`src/rtl/q_mult.sv`:
```
// q_mult: sequential signed fixed-point multiplier. It is the per-channel
// product element of the pointwise convolution unit.
//
// The unit takes one pair of N-bit two's-complement operands and returns
// their exact product, sign-extended to 32 bits. It works on the operand
// magnitudes with a shift-add loop that retires one multiplier bit per
// cycle, then applies the sign at the end.
//
// Timing with ce held high: operands accepted at edge t0 give a new
// product_dout and a one-cycle product_dout_vld at edge t0+N.
//
// Ports:
//   clk               in   clock, rising edge
//   rst_n             in   synchronous active-low reset (overrides ce)
//   ce                in   clock enable; low freezes all state and outputs
//   input_vld         in   operand strobe, taken in IDLE or DONE
//   multiplicand_din  in   [N-1:0] signed operand A
//   multiplier_din    in   [N-1:0] signed operand B
//   product_dout      out  [31:0] A*B sign-extended, held until next result
//   product_dout_vld  out  one-cycle pulse when product_dout is new
//   product_end       out  high from completion until the next accept
//
// Legal N is 2..16, so that the 2N-bit product fits in 32 bits.
module q_mult #(
    parameter int N = 16
) (
    input  logic          clk,
    input  logic          rst_n,
    input  logic          ce,
    input  logic          input_vld,
    input  logic [N-1:0]  multiplicand_din,
    input  logic [N-1:0]  multiplier_din,
    output logic [31:0]   product_dout,
    output logic          product_dout_vld,
    output logic          product_end
);

    localparam int W2 = 2 * N;
    localparam int CW = $clog2(N + 1);

    typedef enum logic [1:0] {
        IDLE = 2'd0,
        BUSY = 2'd1,
        DONE = 2'd2
    } state_t;

    state_t          state_q, state_d;
    logic [CW-1:0]   cnt_q, cnt_d;
    logic [W2-1:0]   acc_q, acc_d;
    logic [W2-1:0]   mcand_q, mcand_d;   // multiplicand magnitude, shifted left each step
    logic [N-1:0]    mplier_q, mplier_d; // multiplier magnitude, shifted right each step
    logic            neg_q, neg_d;
    logic [31:0]     dout_q, dout_d;
    logic            vld_q, vld_d;
    logic            end_q, end_d;

    logic [N-1:0]    a_mag;
    logic [N-1:0]    b_mag;
    logic [W2-1:0]   addend;
    logic [W2-1:0]   acc_sum;
    logic [W2-1:0]   res_signed;
    logic            accept;

    // Magnitudes are N-bit unsigned. For -2^(N-1), negation wraps back to
    // 2^(N-1), and that value is exactly the right unsigned magnitude.
    always_comb begin
        a_mag = multiplicand_din;
        b_mag = multiplier_din;
        if (multiplicand_din[N-1]) a_mag = ~multiplicand_din + N'(1);
        if (multiplier_din[N-1])   b_mag = ~multiplier_din + N'(1);
    end

    assign accept = input_vld && (state_q == IDLE || state_q == DONE);

    // One shift-add step. On the last step the sum is used directly, so
    // the result is ready at the same edge that retires the final bit.
    assign addend     = mplier_q[0] ? mcand_q : '0;
    assign acc_sum    = acc_q + addend;
    assign res_signed = neg_q ? (~acc_sum + W2'(1)) : acc_sum;

    always_comb begin
        state_d  = state_q;
        cnt_d    = cnt_q;
        acc_d    = acc_q;
        mcand_d  = mcand_q;
        mplier_d = mplier_q;
        neg_d    = neg_q;
        dout_d   = dout_q;
        vld_d    = 1'b0;
        end_d    = end_q;

        case (state_q)
            IDLE, DONE: begin
                state_d = IDLE;
                if (accept) begin
                    state_d  = BUSY;
                    cnt_d    = CW'(N);
                    acc_d    = '0;
                    mcand_d  = {{N{1'b0}}, a_mag};
                    mplier_d = b_mag;
                    neg_d    = multiplicand_din[N-1] ^ multiplier_din[N-1];
                    end_d    = 1'b0;
                end
            end
            BUSY: begin
                acc_d    = acc_sum;
                mcand_d  = mcand_q << 1;
                mplier_d = mplier_q >> 1;
                cnt_d    = cnt_q - CW'(1);
                if (cnt_q == CW'(1)) begin
                    state_d = DONE;
                    dout_d  = 32'($signed(res_signed));
                    vld_d   = 1'b1;
                    end_d   = 1'b1;
                end
            end
            default: begin
                state_d = IDLE;
            end
        endcase
    end

    // Reset wins over ce. With ce low everything holds, and that includes
    // a pending vld pulse, which then stays high until ce returns.
    always_ff @(posedge clk) begin
        if (!rst_n) begin
            state_q  <= IDLE;
            cnt_q    <= '0;
            acc_q    <= '0;
            mcand_q  <= '0;
            mplier_q <= '0;
            neg_q    <= 1'b0;
            dout_q   <= '0;
            vld_q    <= 1'b0;
            end_q    <= 1'b0;
        end else if (ce) begin
            state_q  <= state_d;
            cnt_q    <= cnt_d;
            acc_q    <= acc_d;
            mcand_q  <= mcand_d;
            mplier_q <= mplier_d;
            neg_q    <= neg_d;
            dout_q   <= dout_d;
            vld_q    <= vld_d;
            end_q    <= end_d;
        end
    end

    assign product_dout     = dout_q;
    assign product_dout_vld = vld_q;
    assign product_end      = end_q;

endmodule

```
`config.mk`:
```
export PLATFORM = sky130hd
export DESIGN_NAME = q_mult
export DESIGN_NICKNAME = d
export VERILOG_FILES = /design/src/rtl/q_mult.sv
export SDC_FILE = /design/constraint.sdc
export NUM_CORES = 1
export LEC_CHECK = 0
export ABC_AREA = 1
export BUFFER_PORTS_ARGS = -buffer_cell sky130_fd_sc_hd__buf_2
export CAP_MARGIN = 20
export CORE_ASPECT_RATIO = 0.9
export CORE_MARGIN = 8
export CORE_UTILIZATION = 45
export DETAILED_ROUTE_END_ITERATION = 8
export PLACE_DENSITY_LB_ADDON = 0.25
export SLEW_MARGIN = 10
export SYNTH_ARGS = -nofsm -noshare
export SYNTH_HDL_FRONTEND = slang
export SYNTH_SLANG_ARGS = --single-unit
```
`constraint.sdc`:
```
create_clock -name clk -period 5.4 [get_ports clk]
set_input_delay 0.27 -clock clk [delete_from_list [all_inputs] [get_ports clk]]
set_output_delay 0.27 -clock clk [all_outputs]
set_load 0.02 [all_outputs]
```
==> results of run 1 <==
## stage by stage
stage          cells  hold slack (ns)  utilization, %  total power [mW]
6_report        1868            0.133            51.6              2.38
5_1_grt         1867            0.140            51.6              2.46
4_1_cts         1866            0.129            51.5              2.38
3_5_place_dp    1834            0.459            48.4              1.20
3_3_place_gp    1834            0.455            48.4              1.20
2_1_floorplan   1553            0.419               -              1.13
## worst max-delay path by stage
stage | endpoint | cells after the start
2_1_floorplan | product_dout[29] | 20
3_3_place_gp | cnt_q[4] | 11
3_5_place_dp | cnt_q[4] | 11
4_1_cts | cnt_q[4] | 11
5_1_grt | cnt_q[4] | 11
6_report | product_dout[14] | 16
## logic make-up after synthesis
group	count (synthesis)	synth area share [%]
flip-flops	122	26.8
AND/OR/NAND/NOR	847	39.7
adder cells (fa/ha/maj)	37	5.16
XOR/XNOR	31	2.98
AO/OA/AOI/OAI	229	13.4
buffers and inverters	287	11.9
## per-layer routing
| layer | vias up | global-route usage, % | share of wire [%] |
|---|---|---|---|
| met1 | 4394 | 30.9 | 48 |
| met2 | 340 | 34.3 | 42 |
| met5 | - | 0 | 0 |
| li1 | 4960 | - | - |
| met4 | 0 | 8.03 | 2.4 |
| met3 | 41 | 3.49 | 7.4 |
## worst max-delay path: stages (launching register included)
cell	delay, ns
dfxtp_1	0.68
buf_4	0.32
nand2_1	0.09
inv_1	0.12
ha_1	0.28
nand2_2	0.12
nor2_2	0.27
nand3_1	0.26
nand3_2	0.20
nand2_1	0.06
nand2_1	0.11
nand2_1	0.10
nor2_1	0.14
nand2_1	0.13
o21ai_0	0.21
xor2_1	0.30
a21oi_1	0.10
## cells in the mapped netlist, drive strengths merged
library cell,count
or2,2
o221ai,3
nand3,103
o22ai,2
a21oi,120
xor2,23
a31oi,10
clkinv,2
o21a,1
nor2,133
clkbuf,41
nor4,1
a32oi,1
o31ai,1
o211ai,7
nand3b,4
fa,1
a211oi,1
nand2,568
buf,8
ha,36
and3,1
nor3,19
inv,236
o21bai,4
o21ai,79
xnor2,8
dfxtp,122
and2,3
nand4,13
## area by class of cell
cell class	instances	area share, %
well taps	255	3.10
flip-flops and latches	122	23.7
clock inverters	15	1.73
multi-input cells	1144	54.5
repair buffers	76	4.06
clock buffers	17	4.14
inverters	238	8.69
diodes	1	0.0243
## registers in the layout (all words and copies together), names as in the netlist
name / flops
product_dout: 32
product_end: 1
mcand_q: 32
cnt_q: 5
state_q: 2
mplier_q: 16
product_dout_vld: 1
acc_q: 32
neg_q: 1
## power breakdown
part           switching (mW)  internal [mW]  leakage [nW]  total (mW)
clock network           0.496          0.699         0.293        1.20
logic                   0.163         0.0775          4.24       0.240
registers              0.0206          0.925         0.989       0.946
total                   0.680           1.70          5.53        2.38
==> results.md, run 1 <==
- DR vias: 9735
- Ports: 70
- Vias per std cell: 5.21
- Largest net degree at the start of global routing: 65
- Power density over cell area: 232 nW/um2
- Worst Path Max Fanout: 18
- Yosys top cell area share: between 20 and 30%
- Mapped Avg Cell Area: 5.87 um2
- Resized cells post-CTS: 0
- CTS H-tree depth: 4
- Area of the multi-input gates: ~5600 um2
- Clock transition at path regs: 0.07 ns
- CP startpoint: mplier_q[0]
- I/O Buffers: 69
- Clk sink count: 122
- Tot GR Track Use: 22.2%
- Avg WL per Cell: 15.1 um
- Post-layout min period: 3.64 ns
- Final WS setup: between 1.5 and 2 ns
- R2r setup slk: 1.76 ns
- YS warnings: 0
- Worst hold start: multiplicand_din[0]
- Synthesized net count: 1626
- Final Cycle Share: approximately two thirds
- Setup-failing EPs final: 0
- Max Cap Violations: 0
- Reg area: 2440 um2
- TritonRoute pass-1 iters: 6
- R2R depth: 16
- Critical Path RT: 5.68 ns
- Main area contributors after synthesis: dfxtp_1 27%, nand2_1 22%, inv_1 9.4%
- Max Clk Rate: 0.275 GHz
- WL final: 28100 um
- Final count of hold timing violations: 0
- Least-Margin Pin Slew: 0.932 ns
- R2r startpoint: mplier_q[0]
- Initial Util: 45.7%
- Commonest cells after routing, fill and taps aside: 537 x nand2_1, 229 x inv_1, 122 x dfxtp_1
- Area of the mapped netlist: 9110 um2
- Status: complete, no violations
- Area after DPL: 9650 um2
- Setup bufs post-CTS: 0
- Crit. End Element: flop
- Clock Latency Late Sink: 0.44 ns
- DIE WIDTH: about 170 um
- FILL cells: 2059
- Hold depth: 3
- Most common cell after layout, fill and taps aside: nand2_1
- Core Box Area: 19900 um2
- Final setup TNS: 0 ns
- Placer Congestion: 0.909
- # DRC: 0
- Crit path kind: flop to flop
- RSZ-0062 raised after global routing: no
- Initial antenna violation count: 0
- Layout area overhead: 12.9%
- R2R Path End: product_dout[14]
- Synth unique cells: 42
- CTS Buf Count: 17
- Slew Limit Fails: 0
- Worst vdd ir: 0.000232 V
- CP startpoint kind: flop
- CP arrival: around 4 ns
- Syn Inst Count: 1553
- DPL Wire Length: 21300 um
- Hold Path End: mcand_q[0]
- Design Area, Final: approximately 10000 um2
- Flops & latches, synth: between 100 and 150
- Hold crit path type: input pin to flop
- Chip Height: about 150 um
- Row cnt: 49
- Leakage power: 5.53 nW
- Total gr overflow: 0
- Clk buf depth: 2
- Cell taking the most area after synthesis: dfxtp_1
- Slew HR: 37.9%
- Setup WS pre-CTS: 1.79 ns
- Nets: ~1700
- TritonCTS clock tree: done
- Hold_buf cts: 0
- DRT iter0 DRCs: 911
- Root Driver: clkbuf_16
- Number of global-route vias before repair: 8958
- DIE AREA: 25100 um2
- Final Skew: 0.0162 ns
- Post-synthesis sequential area ratio: about 27%
- Share of cells above drive strength 1: a little under an eighth
- First-pass GRT wire length: between 40000 and 50000 um
- Post-route ant nets: 0
No activity file was read; power rests on OpenSTA's default activity.
==> inputs of run 2 (changes only) <==
Clock period 5.4 ns to 3 ns, I/O delays scaled along.
==> run 2 against run 1 <==
Wire length increased by 8.2%. Flip-flop and latch count stayed put. Worst hold slack lost 0.073 ns. Combinational power increased by 110%. Via count up 4.3%. Largest cell class unchanged.
==> results.md, run 2 (synthesis gave the netlist of run 1 again) <==
- CP arrival: 3.20 ns (-0.72 ns)
- DPL Wire Length: 22700 um (+6.7%)
- Fin cells: 1911 (+2.3%)
- Clock Latency Late Sink: 0.43 ns (about the same)
- Critical Path RT: 3.32 ns (-2.36 ns)
- Design Area, Final: 11400 um2 (+11%)
- I/O Buffers: 69 (unchanged)
- Setup WS pre-CTS: -0.318 ns (-2.11 ns)
- WL final: 30400 um (+8.2%)
- DIE AREA: 25100 um2 (unchanged)
- Max Clk Rate: 0.347 GHz (+26%)
- DRT iter0 DRCs: 932 (+2.3%)
- Met2 GRT Util: 36.4% (+2.0 points)
- Final Cycle Share: 96.0% (+29 points)
- Share of cells above drive strength 1: 22.0% (+11 points)
- Met3 usage: 4.19% (+0.70 points)
- # DRC: 0 (unchanged)
- Crit-path slowest cell: dfxtp_4
- Final WS setup: 0.119 ns (-1.64 ns)
- Post-layout min period: 2.88 ns (-0.760 ns)
- Clk sink count: 122 (unchanged)
- Avg WL per Cell: 15.9 um (+5.7%)
- Clk buf depth: 2 (unchanged)
- Leakage power: 5.82 nW (+5.2%)
- Global Route met1 Usage: 33.1% (+2.3 points)
- R2r startpoint: mplier_q[0]
- Max incr delay on CP: 0.36 ns (-0.32 ns)
- RSZ-0062 raised after global routing: yes
- CTS H-tree depth: 4 (unchanged)
- Final count of hold timing violations: 0 (unchanged)
- Worst hold start: multiplier_din[10]
- Total gr overflow: 0 (unchanged)
- CP startpoint: mplier_q[0]
- Layout area overhead: 25.2%
- Buffers and inverters on the worst path: 5 (+3)
- Hold_buf cts: 0 (unchanged)
- Commonest cells after routing, fill and taps aside: 486 x nand2_1, 220 x inv_1, 121 x dfxtp_1
- Vias per std cell: 5.31 (+1.9%)
- Chip Height: 151 um (unchanged)
- Hold crit path type: input pin to flop
- Worst vdd ir: 0.000373 V (+61%)
- Core Box Area: 19900 um2 (unchanged)
- Slew Limit Fails: 0 (unchanged)
- Row cnt: 49 (unchanged)
- Clock transition at path regs: 0.06 ns (about the same)
- Number of global-route vias before repair: 9180 (+2.5%)
- Number of diodes: 0 (-1)
- Worst hold slack: 0.0594 ns (-0.0731 ns)
- DIE WIDTH: 166 um (unchanged)
- Worst Path Max Fanout: 18 (unchanged)
- Area after DPL: 9940 um2 (+3.0%)
- Status: complete, no violations
- Post-route ant nets: 0 (unchanged)
- CP startpoint kind: flop
- Final Skew: 0.0130 ns (-0.00318 ns)
- CTS Buf Count: 17 (unchanged)
- FILL cells: 1933 (-6.1%)
- Tot GR Track Use: 23.5% (+1.3 points)
- Crit path max-delay family: simple AND/OR/NAND/NOR gates
- Busiest layer in global routing: met2
- Top cell by count, worst path: nand2_1
- DR vias: 10200 (+4.3%)
- Least-Margin Pin Slew: 0.672 ns (-0.260 ns)
- First-pass GRT wire length: 47500 um (+5.8%)
- Setup-failing EPs final: 0 (unchanged)
- Max Cap Violations: 0 (unchanged)
- Power density over cell area: 382 nW/um2 (+65%)
- Placer Congestion: 0.922 (+1.4%)
- TritonRoute pass-1 iters: 6 (unchanged)
- Most common cell after layout, fill and taps aside: nand2_1
- Crit path kind: flop to flop
- Ports: 70 (unchanged)
- Slew HR: 55.2% (+17 points)
- DP Cell Count: 1868 (+1.9%)
- TritonCTS clock tree: done
- Crit. End Element: flop
- Root Driver: clkbuf_16
- Nets: 1716 (+2.6%)
- Largest net degree at the start of global routing: 49 (-25%)
- R2r setup slk: 0.12 ns (-1.64 ns)
- Initial antenna violation count: 0 (unchanged)
- Initial Util: 45.7% (unchanged)
- Worst path cell trace: buf_4, buf_12, nand2_1, inv_2, ha_4, nand2_2, nor2_4, inv_1, nor2_4, nand3_2, nand3_1, nand2_1, nand2_2, nand2_1, nor2_2, nand2_1, nand2_1, nand2_1, nand2_1, nand3_1, nand2_1, inv_1
==> run 2: path summary, 6_finish.rpt <==
| kind | cells past startpoint | to |
|---|---|---|
| worst max-delay path | 22 | product_dout[30] |
| worst min-delay path | 4 | mplier_q[10] |
| worst max register to register | 22 | product_dout[30] |
| worst min register to register | 2 | mcand_q[31] |
==> run 2: what timing repair did <==
item | 4_1_cts | 5_1_grt
pin swaps | 3 | 35
setup buffers | 1 | 10
gates resized for setup | 25 | 162
endpoints found under the hold margin | 0 | 0
setup endpoints to repair | 9 | 22
==> run 2: area by class of cell <==
cell class	count	area [um2]	area share [%]
Inverter	238	893	7.83
Timing Repair Buffer	120	769	6.75
Multi-Input combinational cell	1144	6380	55.9
Clock buffer	19	433	3.80
Sequential cell	122	2450	21.4
Clock inverter	13	169	1.48
Tap cell	255	319	2.80
==> run 2: tightest hold or removal path, delay by kind of cell <==
family / cells / cell delay (ns)
AND/OR/NAND/NOR: 2 / 0.13
buffers and inverters: 1 / 0.10
AO/OA/AOI/OAI: 1 / 0.05
==> run 2: where the power goes <==
group	switching (mW)	total [mW]	internal [mW]
clock network	0.839	2.15	1.31
logic	0.325	0.497	0.172
registers	0.0370	1.70	1.67
total	1.20	4.35	3.15
==> run 2: stage by stage <==
step | TNS (ns) | power [mW] | util [%]
after floorplan | 0 | 2.03 | -
after global placement | -1.60 | 2.19 | 49.9
after detailed placement | -1.46 | 2.20 | 49.9
after CTS | 0 | 4.32 | 53.5
after global routing | -0.145 | 4.50 | 57.2
final | 0 | 4.35 | 57.2
==> run 2: layer usage <==
| layer | part of all wire (%) | vias to the layer above |
|---|---|---|
| met2 | 43 | 388 |
| met1 | 47 | 4662 |
| met5 | 0 | - |
| met3 | 7.6 | 42 |
| met4 | 1.7 | 0 |
| li1 | - | 5060 |
==> inputs of run 3 (changes only) <==
Settings changed: CAP_MARGIN 20 to 10, SKIP_LAST_GASP set to 1.
Clock period 3 ns to 3.44 ns, I/O delays scaled along.
==> run 3 against run 2 <==
Setup slack improved by 0.21 ns. Global-route usage fell by 1.1 points. Final cell count fell by 1.9%. Final area fell by 9.7%. Clock-buffer cell count did not move. Via count fell by 3.8%. Critical path type unchanged.
==> results.md, run 3 (synthesis gave the netlist of run 1 again) <==
- Share of cells above drive strength 1: 11.9% (-10 points)
- Clk buf depth: 2 (unchanged)
- Max Clk Rate: 0.322 GHz (-7.3%)
- CP startpoint kind: flop
- Final count of hold timing violations: 0 (unchanged)
- Worst path cell trace: buf_4, nand2_1, inv_1, ha_1, nand2_1, inv_1, nand2_1, nand2_1, inv_1, nand3_2, nand2_1, nand3_1, nand2_1, nand2_1, nor2_1, nand3_1, nand2_2, nand2_1, nand2_1, nand3_1, nand2_1, inv_1
- Layout area overhead: 13.1%
- FILL cells: 2053 (+6.2%)
- Slew Limit Fails: 0 (unchanged)
- Worst hold start: multiplicand_din[0]
- R2r setup slk: 0.33 ns (+0.21 ns)
- Tot GR Track Use: 22.4% (-1.1 points)
- Reg area: 2440 um2 (-0.15%)
- Commonest cells after routing, fill and taps aside: 537 x nand2_1, 229 x inv_1, 122 x dfxtp_1
- WL final: 28200 um (-7.5%)
- DRT iter0 DRCs: 938 (+0.64%)
- CTS H-tree depth: 4 (unchanged)
- # DRC: 0 (unchanged)
- I/O Buffers: 69 (unchanged)
- Top cell by count, worst path: nand2_1
- Resized cells post-CTS: 0 (-100%)
- Clock Latency Late Sink: 0.42 ns (about the same)
- Nets: 1680 (-2.1%)
- Number of global-route vias before repair: 8949 (-2.5%)
- Clock transition at path regs: 0.06 ns (about the same)
- Buffers and inverters on the worst path: 5 (unchanged)
- Area of the multi-input gates: 5610 um2 (-12%)
- Hold Path End: mcand_q[0]
- Root Driver: clkbuf_16
- Post-layout min period: 3.11 ns (+0.225 ns)
- Final Skew: 0.00664 ns (-0.00637 ns)
- Initial antenna violation count: 0 (unchanged)
- Max incr delay on CP: 0.34 ns (-0.02 ns)
- Leakage power: 5.55 nW (-4.5%)
- Worst vdd ir: 0.000358 V (-4.2%)
- Post-route ant nets: 0 (unchanged)
- DIE AREA: 25100 um2 (unchanged)
- Crit-path slowest cell: dfxtp_1
- Placer Congestion: 0.942 (+2.2%)
- Worst hold slack: 0.0701 ns (+0.0107 ns)
- First-pass GRT wire length: 45400 um (-4.4%)
- Crit. End Element: flop
- Row cnt: 49 (unchanged)
- Most common cell after layout, fill and taps aside: nand2_1
- CTS Buf Count: 17 (unchanged)
- DIE WIDTH: 166 um (unchanged)
- DR vias: 9766 (-3.8%)
- R2R Path End: product_dout[30]
- Hold_buf cts: 0 (unchanged)
- Fin cells: 1875 (-1.9%)
- DPL Wire Length: 21800 um (-4.1%)
- Setup bufs post-CTS: 0 (-1)
- Total gr overflow: 0 (unchanged)
- Final setup TNS: 0 ns (unchanged)
- CP arrival: 3.43 ns (+0.23 ns)
- Chip Height: 151 um (unchanged)
- Max Cap Violations: 0 (unchanged)
- R2r startpoint: mplier_q[0]
- Crit path kind: flop to flop
- Initial Util: 45.7% (unchanged)
- Least-Margin Pin Slew: 0.733 ns (+0.0611 ns)
- Clk sink count: 122 (unchanged)
- Status: complete, no violations
- Hold depth: 3 (-1)
- DP Cell Count: 1843 (-1.3%)
- Final Cycle Share: 90.3% (-5.7 points)
- Worst Path Max Fanout: 23 (+5)
- Crit path max-delay family: simple AND/OR/NAND/NOR gates
- R2R depth: 22 (unchanged)
- Ports: 70 (unchanged)
- TritonCTS clock tree: done
- RSZ-0062 raised after global routing: no
- Slew HR: 51.1% (-4.0 points)
- Hold crit path type: input pin to flop
- Avg WL per Cell: 15.0 um (-5.7%)
- TritonRoute pass-1 iters: 8 (+2)
- Number of diodes: 0 (unchanged)
- Power density over cell area: 355 nW/um2 (-7.0%)
- Largest net degree at the start of global routing: 63 (+29%)
- Critical Path RT: 3.76 ns (+0.44 ns)
- Vias per std cell: 5.21 (-2.0%)
- Setup-failing EPs final: 0 (unchanged)
- Core Box Area: 19900 um2 (unchanged)
- Final core occ: 51.7% (-5.5 points)
## run 3: changes by cell type in the layout (fill, tap and decap cells not counted), sizes merged
cell	before	now
clkinv	6	8
buf	120	84
inv	238	241
clkinvlp	4	1
bufinv	3	1
## run 3: stage by stage
step / power (mW) / instance area, um2 / setup WS, ns
after floorplan: 1.77 / 9110 / 0.519
after global placement: 1.89 / 9720 / 0.363
after detailed placement: 1.90 / 9720 / 0.380
after CTS: 3.68 / 10300 / 0.368
after global routing: 3.80 / 10300 / 0.0109
final: 3.66 / 10300 / 0.334
## run 3: power breakdown
group	leakage, nW	total [mW]	internal (mW)	switching (mW)
registers	0.989	1.48	1.45	0.0261
logic	4.28	0.389	0.124	0.265
clock network	0.287	1.79	1.05	0.740
## run 3: worst register-to-register path, delay by kind of cell (launching register included)
| kind | cells | cell delay, ns |
|---|---|---|
| buffers and inverters | 5 | 0.56 |
| AND/OR/NAND/NOR | 16 | 1.80 |
| adder cells (fa/ha/maj) | 1 | 0.29 |
| flip-flops | 1 | 0.34 |
## run 3: per-layer routing
metal,wire (um),global-route usage (%),up-vias
li1,-,-,4982
met1,13700,30.5,4396
met2,11800,34.9,345
met3,2140,5.08,43
met4,533,6.81,0
met5,0,0,-
## run 3: worst max path at each step
stage / from / to / cells past startpoint / slack [ns]
2_1_floorplan: mplier_q[0] / product_dout[29] / 20 / 0.52
3_3_place_gp: mplier_q[0] / product_dout[28] / 22 / 0.36
3_5_place_dp: mplier_q[0] / product_dout[30] / 22 / 0.38
4_1_cts: mplier_q[0] / product_dout[30] / 22 / 0.37
5_1_grt: mplier_q[0] / product_dout[30] / 22 / 0.01
6_report: mplier_q[0] / product_dout[30] / 22 / 0.33
## run 3: final cells by class
| class | instances | share of cell area (%) |
|---|---|---|
| sequential | 122 | 23.7 |
| timing repair buffer | 84 | 4.44 |
| tap | 255 | 3.10 |
| multi-input combinational | 1144 | 54.4 |
| clock inverter | 13 | 1.29 |
| inverter | 238 | 8.67 |
| clock buffer | 19 | 4.40 |
